--- src/rtl/ofmaps_writeback_ctrl.sv ---
// ofmaps_writeback_ctrl: streams one output frame of MAC-array results through a 2-entry skid buffer onto AXI-Stream,
// tracking channel/column/row position to mark row ends and frame completion.
module ofmaps_writeback_ctrl #(
    parameter int DATA_WIDTH = 32,
    parameter int FIFO_DEPTH = 2
) (
    input  logic                  clk,
    input  logic                  rst_n,
    input  logic                  start,
    input  logic [11:0]           ofmaps_channel,
    input  logic [8:0]            ofmaps_width,
    input  logic                  psum_valid,
    input  logic [DATA_WIDTH-1:0] psum_data,
    output logic                  psum_ready,
    output logic [DATA_WIDTH-1:0] m_axis_tdata,
    output logic                  m_axis_tvalid,
    input  logic                  m_axis_tready,
    output logic                  m_axis_tlast,
    output logic                  busy,
    output logic                  done
);
    typedef enum logic [1:0] {IDLE, RUN, DONE} state_t;
    state_t state, state_nx;
    logic [11:0]           cfg_ch, ch_cnt;
    logic [8:0]            cfg_w, col_cnt, row_cnt;
    logic [29:0]           in_remaining;
    logic [DATA_WIDTH-1:0] mem [FIFO_DEPTH];
    logic                  rd_ptr, wr_ptr;
    logic [1:0]            fifo_count;
    logic                  start_acc, push, pop, ch_wrap, col_wrap, final_word, zero_cfg;

    assign start_acc     = (state == IDLE) && start;
    assign zero_cfg      = (ofmaps_channel == 12'd0) || (ofmaps_width == 9'd0);
    assign psum_ready    = (state == RUN) && (fifo_count < 2'(FIFO_DEPTH)) && (in_remaining != 30'd0);
    assign push          = psum_valid & psum_ready;
    assign m_axis_tvalid = fifo_count != 2'd0;
    assign m_axis_tdata  = mem[rd_ptr];
    assign pop           = m_axis_tvalid & m_axis_tready;
    assign ch_wrap       = ch_cnt == cfg_ch - 12'd1;
    assign col_wrap      = col_cnt == cfg_w - 9'd1;
    assign m_axis_tlast  = m_axis_tvalid & ch_wrap & col_wrap;
    assign final_word    = pop & m_axis_tlast & (row_cnt == cfg_w - 9'd1);
    assign busy          = state == RUN;
    assign done          = state == DONE;

    always_comb begin
        state_nx = state;
        state_nx = (state == IDLE) ? (start ? (zero_cfg ? DONE : RUN) : IDLE) :
                   (state == RUN)  ? (final_word ? DONE : RUN) : IDLE;
    end

    always_ff @(posedge clk or negedge rst_n) begin
        if (!rst_n) begin
            state        <= IDLE;
            cfg_ch       <= '0;
            cfg_w        <= '0;
            in_remaining <= '0;
            ch_cnt       <= '0;
            col_cnt      <= '0;
            row_cnt      <= '0;
            rd_ptr       <= 1'b0;
            wr_ptr       <= 1'b0;
            fifo_count   <= '0;
            for (int i = 0; i < FIFO_DEPTH; i++) mem[i] <= '0;
        end else begin
            state <= state_nx;
            if (start_acc) begin
                cfg_ch       <= ofmaps_channel;
                cfg_w        <= ofmaps_width;
                in_remaining <= 30'(ofmaps_channel) * 30'(ofmaps_width) * 30'(ofmaps_width);
                ch_cnt       <= '0;
                col_cnt      <= '0;
                row_cnt      <= '0;
            end else begin
                if (push) begin
                    mem[wr_ptr]  <= psum_data;
                    wr_ptr       <= ~wr_ptr;
                    in_remaining <= in_remaining - 30'd1;
                end
                // position counters follow the output side so tlast tags the word actually on the bus
                if (pop) begin
                    rd_ptr <= ~rd_ptr;
                    ch_cnt <= ch_wrap ? 12'd0 : ch_cnt + 12'd1;
                    if (ch_wrap) begin
                        col_cnt <= col_wrap ? 9'd0 : col_cnt + 9'd1;
                        if (col_wrap) row_cnt <= row_cnt + 9'd1;
                    end
                end
                fifo_count <= fifo_count + {1'b0, push} - {1'b0, pop};
            end
        end
    end
endmodule

--- config.mk ---
export PLATFORM = sky130hd
export DESIGN_NAME = ofmaps_writeback_ctrl
export DESIGN_NICKNAME = d
export VERILOG_FILES = /design/src/rtl/ofmaps_writeback_ctrl.sv
export SDC_FILE = /design/constraint.sdc
export NUM_CORES = 1
export LEC_CHECK = 0
export CORE_MARGIN = 2
export CORE_UTILIZATION = 43
export CTS_BUF_LIST = sky130_fd_sc_hd__clkbuf_8
export CTS_CLUSTER_DIAMETER = 120
export DETAILED_ROUTE_END_ITERATION = 10
export DONT_BUFFER_PORTS = 1
export HOLD_SLACK_MARGIN = 0.03
export PLACE_DENSITY_LB_ADDON = 0.3
export SLEW_MARGIN = 30
export SYNTH_ARGS = -nofsm -noshare
export SYNTH_HDL_FRONTEND = slang
export SYNTH_SLANG_ARGS = --single-unit
--- constraint.sdc ---
create_clock -name clk -period 6.5 [get_ports clk]
set_input_delay 0.65 -clock clk [delete_from_list [all_inputs] [get_ports clk]]
set_output_delay 0.65 -clock clk [all_outputs]
set_load 0.03 [all_outputs]
==> summary.md <==
| Metric | Value |
|---|---|
| Post-synth EDFFs | `0` |
| R2r endpoint | `mem[34]$_DFFE_PN0P_` |
| First-pass GRT wire length | `71420 um` |
| Max incr delay on CP | `0.53 ns` |
| FF-to-FF setup slack | `2.60 ns` |
| Final min period | `7.983 ns` |
| Setup ws final | `-1.483 ns` |
| Final setup violating endpoints | `22` |
| Vias | `13510` |
| Core area | `39910 um2` |
| Rows | `73` |
| Layout cell share with drive strength beyond 1 | `0.2099` |
| GRT Overall Usage | `0.2071` |
| RSZ-0062 raised after global routing | `true` |
| Clock Path Buffers | `2` |
| Worst Path Arrival | `8.32 ns` |
| Final wirelength | `41180 um` |
| Detailed Routing Iterations Pass 1 | `5` |
| Area grow syn2layout | `14.89%` |
| Non-Filler Instances | `2526` |
| Clock latency on the worst-skew pair | `0.48 ns` |
| Vias in the first global route | `14710` |
| # H-tree levels | `4` |
| DRC errors left | `0` |
| Dpl ws | `-2.074 ns` |
| Number of buffers created by CTS | `17` |
| Placed insts | `2474` |
| CP required | `6.84 ns` |
| Mapped Cells | `1894` |
| Kind of critical path | `primary input to flop` |
| Nets | `2351` |
| Cell area after synthesis | `17480 um2` |
| RR Startpoint | `in_remaining[0]$_DFFE_PN0P_` |
| CTS Root Cell | `clkbuf_8` |
| Status | `complete, but fails checks` |
| Clock transition at the registers of the reported paths | `0.10 ns` |
| ANT cells | `0` |
| Slew Limit Fails | `0` |
| Most common cell on crit path | `fa_1` |
| #FFs+latches synth | `151` |
| Async set-reset flop share out of synthesis | `1.000` |
| Post-DRT Antenna Nets | `0` |
| Initial antenna violation count | `0` |
| Iter 0 DRT Violations | `721` |
| Worst-Margin Slew | `0.8076 ns` |
| Wire per inst | `16.30 um` |
| Clock skew | `0.01708 ns` |
| Die W | `205.6 um` |
| Avg Synthesized Cell Area | `9.229 um2` |
| Detailed-route vias per instance | `5.348` |
| Largest net degree at the start of global routing | `152` |
| Top FF cell, synth | `dfrtp_1` |
| Total die area | `42280 um2` |
| Worst r2r path cells | `10` |
| PortBufs | `0` |
| CP Max Fanout | `42` |
| Warnings, synthesis | `0` |
| Initial Utilization | `0.4379` |
| Type of origin of the critical path | `primary input` |
| CTS Sinks | `151` |
| Synth cell types | `79` |
| GRT overflow | `0` |
| Violated checks | `negative setup slack` |
| Worst hold path class | `primary input to async pin` |
| Synth Net Count | `2257` |
| CTS tree | `done` |
| Seq/Total Area, Yosys | `0.2162` |
| Slew HR | `0.4616` |
| IO Count | `95` |
| Maximum clock rate | `0.1253 GHz` |
| Max Cap Viol | `0` |
| Slowest CP cell | `fa_1` |
| Final hold viol count | `0` |
| Die Y-Extent | `205.6 um` |
| CP endpoint kind | `flop` |
| Tcrit/Tclk final | `1.228` |
| Post-detail-place hpwl | `30640 um` |
| GPL Wtd Cong | `0.8605` |
-- repair_timing --
| action | CTS | global route |
|---|---|---|
| endpoints found under the setup margin | 22 | 23 |
| pin swaps | 42 | 6 |
| setup buffers | 13 | 10 |
| endpoints found under the hold margin | 151 | 0 |
| gates resized for setup | 51 | 11 |
| hold buffers | 1 | 0 |
-- registers in the layout, indices dropped and copies added, names as in the netlist --
register / cells
in_remaining: 30
fifo_count: 2
cfg_w: 9
mem: 64
row_cnt: 9
cfg_ch: 12
rd_ptr: 1
ch_cnt: 12
state: 2
col_cnt: 9
wr_ptr: 1
-- worst max-delay path, delay by kind of cell --
family | cells | cell delay (ns)
adder cells (fa/ha/maj) | 10 | 4.35
buffers and inverters | 7 | 0.44
AND/OR/NAND/NOR | 5 | 0.83
AO/OA/AOI/OAI | 11 | 2.04
-- per-layer routing --
metal,track usage,vias to the layer above,share of wire
met5,0,-,0
met4,0.05550,0,0.019
met3,0.02914,45,0.038
met1,0.2603,6929,0.43
li1,-,6301,-
met2,0.3713,234,0.52
-- cell usage in the layout (no fill, tap or decap), types with 7 or more instances in the layout --
| cell type | n |
|---|---|
| ha_4 | 15 |
| dfrtp_1 | 151 |
| xor2_1 | 41 |
| and3_1 | 18 |
| or4_1 | 8 |
| nand2b_1 | 22 |
| o21ai_0 | 39 |
| fa_1 | 203 |
| buf_4 | 160 |
| clkbuf_8 | 17 |
| nand4_1 | 7 |
| nor3_1 | 25 |
| xnor2_1 | 52 |
| inv_1 | 252 |
| ha_1 | 82 |
| nor2b_1 | 22 |
| a21o_1 | 15 |
| nand2_2 | 9 |
| nor3b_1 | 13 |
| nand3_1 | 31 |
| mux2_2 | 97 |
| or3_1 | 11 |
| a21oi_2 | 17 |
| nand2_1 | 243 |
| mux2i_1 | 12 |
| o211ai_1 | 8 |
| nor4_1 | 15 |
| a31oi_1 | 9 |
| and2_1 | 132 |
| a21oi_1 | 35 |
| nor2_1 | 63 |
-- kinds of logic (layout without fill, tap and decap cells) --
family | Yosys count | count (layout) | share of synthesized area
and+or+nand+nor | 677 | 677 | 0.2023
buffers and inverters | 346 | 453 | 0.07537
adders and majority gates | 305 | 305 | 0.3063
AOI/OAI and AO/OA | 204 | 204 | 0.07766
DFF | 151 | 151 | 0.2162
muxes | 109 | 109 | 0.06936
xor gates and xnor gates | 102 | 102 | 0.05275
-- worst max-delay path by stage --
stage,slack (ns),cells past startpoint,endpoint,start
2_1_floorplan,-2.09,36,in_remaining[29]$_DFFE_PN0P_,ofmaps_width[2]
3_3_place_gp,-2.03,32,in_remaining[29]$_DFFE_PN0P_,ofmaps_width[0]
3_5_place_dp,-2.07,31,in_remaining[20]$_DFFE_PN0P_,ofmaps_width[0]
4_1_cts,-1.43,33,in_remaining[28]$_DFFE_PN0P_,ofmaps_width[0]
5_1_grt,-1.79,34,in_remaining[29]$_DFFE_PN0P_,ofmaps_width[5]
6_report,-1.48,33,in_remaining[28]$_DFFE_PN0P_,ofmaps_width[0]
-- per-stage QoR --
step | instance area, um2 | TNS [ns] | util | hold WS [ns]
after floorplan | 17990 | -30.54 | - | 0.3544
final | 20080 | -24.38 | 0.5032 | 0.1414
after global placement | 19230 | -36.14 | 0.4817 | 0.3578
after detailed placement | 19240 | -37.44 | 0.4819 | 0.3573
after CTS | 19970 | -22.86 | 0.5002 | 0.1845
after global routing | 20080 | -30.84 | 0.5032 | 0.1740
-- cells in the mapped netlist, drive strengths merged, types with 12 or more instances --
| library cell | number | area, um2 |
|---|---|---|
| a21o | 15 | 112.6 |
| a21oi | 53 | 265.3 |
| a31oi | 13 | 81.33 |
| and2 | 139 | 869.6 |
| and3 | 18 | 112.6 |
| buf | 14 | 71.31 |
| clkbuf | 75 | 281.5 |
| dfrtp | 151 | 3779 |
| fa | 205 | 4104 |
| ha | 100 | 1251 |
| inv | 257 | 964.7 |
| mux2 | 97 | 1092 |
| mux2i | 12 | 120.1 |
| nand2 | 254 | 955.9 |
| nand2b | 22 | 137.6 |
| nand3 | 34 | 170.2 |
| nor2 | 67 | 254.0 |
| nor2b | 22 | 137.6 |
| nor3 | 32 | 176.4 |
| nor3b | 13 | 97.59 |
| nor4 | 20 | 191.4 |
| o21ai | 50 | 250.2 |
| or3 | 12 | 75.07 |
| xnor2 | 58 | 508.0 |
| xor2 | 42 | 367.9 |
-- final cells by class --
class,instances,area [um2]
well taps,525,656.9
clock inverters,15,160.2
inverters,257,964.7
repair buffers,164,1262
clock buffers,17,234.0
fillers,3634,19830
multi-input cells,1397,13030
flip-flops and latches,151,3779
Power is not shown: default switching activity piles up to over one toggle a cycle in this logic, so the estimate is an artifact.
